==> config.mk <==
export PLATFORM = sky130hd
export DESIGN_NAME = mem_wb
export DESIGN_NICKNAME = d
export VERILOG_FILES = /design/src/rtl/mem_wb.sv
export SDC_FILE = /design/constraint.sdc
export NUM_CORES = 1
export LEC_CHECK = 0
export ABC_AREA = 1
export CAP_MARGIN = 30
export CORE_MARGIN = 10
export CORE_UTILIZATION = 37
export CTS_CLUSTER_DIAMETER = 200
export DETAILED_ROUTE_END_ITERATION = 8
export GPL_ROUTABILITY_DRIVEN = 0
export HOLD_SLACK_MARGIN = 0.1
export PLACE_DENSITY = 0.89
export REMOVE_ABC_BUFFERS = 1
export SYNTH_ARGS = -nofsm -noshare
export SYNTH_HDL_FRONTEND = slang
export SYNTH_SLANG_ARGS = --single-unit
==> constraint.sdc <==
create_clock -name clk -period 1.35 [get_ports clk]
set_input_delay 0.135 -clock clk [delete_from_list [all_inputs] [get_ports clk]]
set_output_delay 0.135 -clock clk [all_outputs]
set_load 0.02 [all_outputs]
==> src/rtl/mem_wb.sv <==
// MEM/WB pipeline register and write-back data formatter.
// `WB_UNALIGNED_LOAD_EN enables LWL/LWR merging with the old rt value.
module mem_wb (
   input  logic        clk,
   input  logic        rst,
   input  logic [5:0]  stall,
   input  logic        flush,
   input  logic [4:0]  mem_wd,
   input  logic        mem_wreg,
   input  logic [31:0] mem_wdata,
   input  logic        mem_load,
   input  logic [2:0]  mem_load_op,
   input  logic [1:0]  mem_addr_lo,
   input  logic        mem_whilo,
   input  logic [31:0] mem_hi,
   input  logic [31:0] mem_lo,
   input  logic [31:0] ram_rdata,
   output logic        wb_wreg,
   output logic [4:0]  wb_wd,
   output logic [31:0] wb_wdata,
   output logic        wb_whilo,
   output logic [31:0] wb_hi,
   output logic [31:0] wb_lo
);

   localparam logic [2:0] OP_LW  = 3'd0;
   localparam logic [2:0] OP_LB  = 3'd1;
   localparam logic [2:0] OP_LBU = 3'd2;
   localparam logic [2:0] OP_LH  = 3'd3;
   localparam logic [2:0] OP_LHU = 3'd4;
   localparam logic [2:0] OP_LWL = 3'd5;
   localparam logic [2:0] OP_LWR = 3'd6;

   logic [4:0]  wd_q, wd_d;
   logic        wreg_q, wreg_d;
   logic [31:0] wdata_q, wdata_d;
   logic        load_q, load_d;
   logic [2:0]  load_op_q, load_op_d;
   logic [1:0]  addr_lo_q, addr_lo_d;
   logic        whilo_q, whilo_d;
   logic [31:0] hi_q, hi_d;
   logic [31:0] lo_q, lo_d;

   logic        bubble;
   logic        capture;

   // Only the MEM and WB stall bits matter here.
   logic        unused_stall;
   assign unused_stall = ^stall[3:0];

   assign bubble  = flush | (stall[4] & ~stall[5]);
   assign capture = ~stall[4];

   always_comb begin
      wd_d      = wd_q;
      wreg_d    = wreg_q;
      wdata_d   = wdata_q;
      load_d    = load_q;
      load_op_d = load_op_q;
      addr_lo_d = addr_lo_q;
      whilo_d   = whilo_q;
      hi_d      = hi_q;
      lo_d      = lo_q;
      if (bubble) begin
         wd_d      = '0;
         wreg_d    = 1'b0;
         wdata_d   = '0;
         load_d    = 1'b0;
         load_op_d = '0;
         addr_lo_d = '0;
         whilo_d   = 1'b0;
         hi_d      = '0;
         lo_d      = '0;
      end else if (capture) begin
         wd_d      = mem_wd;
         wreg_d    = mem_wreg;
         wdata_d   = mem_wdata;
         load_d    = mem_load;
         load_op_d = mem_load_op;
         addr_lo_d = mem_addr_lo;
         whilo_d   = mem_whilo;
         hi_d      = mem_hi;
         lo_d      = mem_lo;
      end
   end

   always_ff @(posedge clk) begin
      if (rst) begin
         wd_q      <= '0;
         wreg_q    <= 1'b0;
         wdata_q   <= '0;
         load_q    <= 1'b0;
         load_op_q <= '0;
         addr_lo_q <= '0;
         whilo_q   <= 1'b0;
         hi_q      <= '0;
         lo_q      <= '0;
      end else begin
         wd_q      <= wd_d;
         wreg_q    <= wreg_d;
         wdata_q   <= wdata_d;
         load_q    <= load_d;
         load_op_q <= load_op_d;
         addr_lo_q <= addr_lo_d;
         whilo_q   <= whilo_d;
         hi_q      <= hi_d;
         lo_q      <= lo_d;
      end
   end

   // Big-endian lane select: addr_lo 0 is the most significant byte.
   logic [7:0]  byte_sel;
   logic [15:0] half_sel;

   always_comb begin
      byte_sel = ram_rdata[31:24];
      unique case (addr_lo_q)
         2'd0: byte_sel = ram_rdata[31:24];
         2'd1: byte_sel = ram_rdata[23:16];
         2'd2: byte_sel = ram_rdata[15:8];
         2'd3: byte_sel = ram_rdata[7:0];
         default: byte_sel = ram_rdata[31:24];
      endcase
      half_sel = addr_lo_q[1] ? ram_rdata[15:0] : ram_rdata[31:16];
   end

   logic [31:0] load_data;

   always_comb begin
      load_data = ram_rdata;
      unique case (load_op_q)
         OP_LB:  load_data = {{24{byte_sel[7]}}, byte_sel};
         OP_LBU: load_data = {24'd0, byte_sel};
         OP_LH:  load_data = {{16{half_sel[15]}}, half_sel};
         OP_LHU: load_data = {16'd0, half_sel};
`ifdef WB_UNALIGNED_LOAD_EN
         OP_LWL: begin
            unique case (addr_lo_q)
               2'd0: load_data = ram_rdata;
               2'd1: load_data = {ram_rdata[23:0], wdata_q[7:0]};
               2'd2: load_data = {ram_rdata[15:0], wdata_q[15:0]};
               2'd3: load_data = {ram_rdata[7:0], wdata_q[23:0]};
               default: load_data = ram_rdata;
            endcase
         end
         OP_LWR: begin
            unique case (addr_lo_q)
               2'd0: load_data = {wdata_q[31:8], ram_rdata[31:24]};
               2'd1: load_data = {wdata_q[31:16], ram_rdata[31:16]};
               2'd2: load_data = {wdata_q[31:24], ram_rdata[31:8]};
               2'd3: load_data = ram_rdata;
               default: load_data = ram_rdata;
            endcase
         end
`else
         OP_LWL: load_data = ram_rdata;
         OP_LWR: load_data = ram_rdata;
`endif
         OP_LW:  load_data = ram_rdata;
         default: load_data = ram_rdata;
      endcase
   end

   assign wb_wdata = load_q ? load_data : wdata_q;
   assign wb_wreg  = wreg_q;
   assign wb_wd    = wd_q;
   assign wb_whilo = whilo_q;
   assign wb_hi    = hi_q;
   assign wb_lo    = lo_q;

endmodule

Yosys cells after proc, flatten, opt, wreduce, memory -nomap -nowiden
Index checks and enable logic that the tools add are counted.
Storage, ports and cells
  register bits: 109
  input port bits: 150
  output and inout bits: 103
  word-level logic and storage cells: 25
Cells by class
  equal/unequal tests: 7
  muxes and demuxes: 4
  bitwise operators: 3
  reductions and logical operators: 2
Operators by type and width (number)
  case mux 32 bit (4 select lines): 1
  two-way mux 32 bit: 1
  case mux 8 bit (4 select lines): 1
  two-way mux 16 bit: 1
  == test 3 x 2 -> 1 bit, second input constant: 2
  == test 2 bit, second input constant: 2
  == test 3 x 1 -> 1 bit, second input constant: 1
  == test 3 bit, second input constant: 1
  == test 2 x 1 -> 1 bit, second input constant: 1
  logical NOT 2 bit: 1
  OR reduction 2 bit: 1
  bitwise AND 1 bit: 1
  inverter 1 bit: 1
  OR 1 bit: 1

Longest topological paths before layout
  depth in word-level cells: 4
  depth in mapped cells: 9
  gate-level depth less buffers: 8

Least setup slack after synthesis
OpenSTA, ideal clock, no wires.
  kind: register to output
  from: register addr_lo_q[1]
  to: output wb_wdata[21]
  arrival time: 1.361 ns
  required time: 1.215 ns
  setup slack: -0.146 ns
  cell stages (with the launch flop): 10
  path buffers: 2
  cells stage by stage: dfxtp_1 > buf_6 > inv_2 > nand2_4 > nand3_2 > nand4_4 > nand2_4 > buf_6 > nor2_1 > nor2_1
On the way
  longest elaborated chain between the ends: 4
  elaborated cells between the ends (all ways): 8
  classes of those cells: eq/ne (3); mux (4); reduce/logical (1)
RTL lines
  start, declared: RTL line 39  | logic [1:0] addr_lo_q, addr_lo_d;
  start signal, assigned: RTL line 104  | addr_lo_q <= addr_lo_d;
  == test 2 bit, or another cell as far along: RTL line 117  | unique case (addr_lo_q)
  case mux 8 bit (4 select lines): RTL line 117
  case mux 32 bit (4 select lines) *: RTL line 131  | unique case (load_op_q)
  two-way mux 32 bit *: RTL line 164  | assign wb_wdata = load_q ? load_data : wdata_q;
  end, declared: RTL line 20  | output logic [31:0] wb_wdata,
Mark *: on every way between the ends. The rest lies on a longest branch, timed or not.

Worst setup path after layout
  from: register load_op_q[0]
  to: output wb_wdata[29]
On the way
  longest elaborated chain between the ends: 3
  elaborated cells between the ends (all ways): 6
  classes of those cells: eq/ne (4); mux (2)
RTL lines
  start, declared: RTL line 38  | logic [2:0] load_op_q, load_op_d;
  start signal, assigned: RTL line 103  | load_op_q <= load_op_d;
  == test 3 bit, or another cell as far along: RTL line 131
  case mux 32 bit (4 select lines) *: RTL line 131
  two-way mux 32 bit *: RTL line 164
Marks and branches as above.

==> results.cfg <==
[min_path]
holdPathStages = 3
hp-class = in2reg
worstHoldEndpoint = wdata_q[26]
min_from = mem_wdata[26]

[critical_path]
critPathCaptureType = output port
reg2reg_depth = 3
cp_slowest_cell = dfxtp_4
cp-start-kind = flip-flop
rrSetupSlack_ns = 0.46
critPathKind = reg2out
max_stage_delay_ns = 0.37
r2r_end = addr_lo_q[0]
arrival_ns = 1.85
r2r_start = addr_lo_q[0]
crit_path_cell_trace = nor2_2 -> nand2_2 -> nand2_4 -> nor2_8 -> buf_12 -> buf_12 -> nand2_4 -> nand2_2 -> nor2_1 -> nor2_1 -> buf_4
cp_max_fo = 8
worstPathRequired_ns = 1.22

[drt]
vias = 5980
wire_per_inst_um = 17.64
wirelength_um = 21250
drc = 0
avgViaCountPerCell = 4.963
dr.first_iter.drc_count = 477
dr.pass1.iters = 5
ant_nets = 0

[sta]
fmax_mhz = 503.6
maxSlewHeadroom_pct = 67.18
whs_ns = 0.3354
period_minus_slack_ns = 1.986
final_max_slew_viol_count = 0
max_slew.worst_pin.slew_ns = 0.4924
final-hold-violation-count = 0
rsz0062_at_grt = true
setup_viol = 32
clock_skew_ns = 0
setup_slack_ns = -0.6356
fin_crit_sh_pct = 147.1

[die]
die_w_um = 136.8
coreArea_um2 = 13300
die_area_um2 = 18730
rows = 42
die_h_um = 136.8
floorplan.io_pins = 253
initial_utilization_pct = 37.99

[power]
leakage_nw = 3.804
total_power_mw = 7.602
ir_drop_mv = 0.6588
power_density_nw_per_um2 = 898.2

[global_route]
grt_max_degree = 110
grt_usage_pct = 20.90
grt_first_pass_wirelength_um = 30880
grt_pass1_vias = 5874
gr-total-overflow = 0
antenna_found_initial = 1

[final_layout]
layout-drive-gt1-share_pct = 16.81
nets = 1175
syn2layout_area_growth_pct = 67.55
fin_cells = 1205
antenna_cells = 0
fillers = 1119

[synth]
yosysWarnings = 0
synth.distinct_cells = 24
synth.top_cell.area_share_pct = 43.20
synth_most_common_cell = nand2_1
async_reset_ff_share_pct = 0
synth_edf_count = 0
synth_seq_area_share_pct = 43.20
netlist_area_um2 = 5051
synthTopCellsByArea = dfxtp_1, nand2_1, a21oi_1
ys_ff_latch = 109
syn_area_per_cell_um2 = 6.543
synth_cells = 772
synthFlopType = dfxtp_1
synth_top_area_cell = dfxtp_1
synth_commonest_cells = nand2_1, a21oi_1, dfxtp_1, nor2_1, nand3_1

[clock_tree]
numCtsBuffers = 9
cts_sinks = 109
cts_buffer_depth = 2
cts_htree_levels = 3
clk-insertion-delay-late_ns = 0.34
clockRootBuffer = clkbuf_16
clkSlewWorstSetupHoldPaths_ns = 0.08
postCtsHoldBufs = 0
cts_tree = built

[run_status]
status = finished, violations left
violations = setup timing

[job]
maxCapViolCount = 0

[placed_design]
post-place-cells = 1182
io_buffers = 248
dp_hpwl_um = 15040
[cells in the final DEF (no fill, tap or decap), types with 13 or more instances in the layout]
master	count
buf_6	22
nand2_2	18
inv_1	19
nand2_1	310
dlygate4sd2_1	71
nor2_1	57
dfxtp_1	103
a21oi_1	118
nand3_2	13
buf_4	42
clkdlybuf4s50_1	144
nand3_1	20
[state kept, by name, indices dropped and copies added, names as in the netlist]
register   count
wb_lo         32
load_q         1
load_op_q      3
wb_hi         32
wb_wreg        1
wb_whilo       1
addr_lo_q      2
wb_wd          5
wdata_q       32
[metal layers]
| layer | wire length (um) | vias to the layer above | share of wire, % | global-route usage [%] |
|---|---|---|---|---|
| met1 | 7697 | 2753 | 36 | 21.82 |
| met2 | 10490 | 260 | 49 | 36.00 |
| met3 | 2631 | 30 | 12 | 10.37 |
| met5 | 0 | - | 0 | 0 |
| met4 | 437 | 0 | 2.1 | 6.792 |
| li1 | - | 2937 | - | - |
[through the flow]
step,setup TNS [ns],util [%],area [um^2],worst slack [ns]
finish,-16.92,63.66,8463,-0.6356
global route,-19.30,63.66,8463,-0.6654
global placement,-23.25,59.47,7906,-0.8084
floorplan,-281.15,-,4793,-2.399
detailed placement,-24.83,59.47,7906,-0.8923
CTS,-16.40,62.29,8282,-0.5640
[where the power goes]
part	internal, mW	switching (mW)	total (mW)
Combinational	0.785	0.758	1.54
Clock	1.45	1.27	2.72
Sequential	3.29	0.0477	3.34
[cell type report]
cell class	count	area [um^2]	share of cell area (%)
repair buffers	292	2894	34.20
clock inverters	6	71.32	0.8427
inverters	29	115.1	1.360
clock buffers	9	225.2	2.661
flip-flops and latches	109	2200	25.99
multi-input cells	584	2738	32.35
well taps	176	220.2	2.602
[worst max-delay path by stage]
stage                        end  cells past startpoint  slack (ns)           from
floorplan           addr_lo_q[0]                      3       -2.40       stall[4]
global placement    wb_wdata[20]                      8       -0.81  ram_rdata[31]
detailed placement  wb_wdata[21]                      8       -0.89  ram_rdata[31]
CTS                 wb_wdata[15]                     10       -0.56   load_op_q[2]
global route        wb_wdata[29]                     11       -0.67   load_op_q[2]
finish              wb_wdata[29]                     11       -0.64   load_op_q[0]
[cells by family (layout without fill, tap and decap cells)]
| family | Yosys count | in the layout | synth area share, % |
|---|---|---|---|
| buf+inv | 80 | 336 | 7.258 |
| simple gates | 452 | 453 | 36.49 |
| compound gates | 131 | 131 | 13.05 |
| flops | 109 | 109 | 43.20 |
[critical path: cells and delay by family (launching register included)]
| family | cells | cell delay, ns |
|---|---|---|
| buf+inv | 3 | 0.43 |
| simple gates | 8 | 0.69 |
| flops | 1 | 0.37 |
[repair_timing]
action / 4_1_cts / 5_1_grt
buffers inserted: 3 / 3
cloned: 2 / 1
setup endpoints to repair: 103 / 32
gates resized for setup: 281 / 53
pin swaps: 18 / 19
Power figures use the tool's default switching activity.
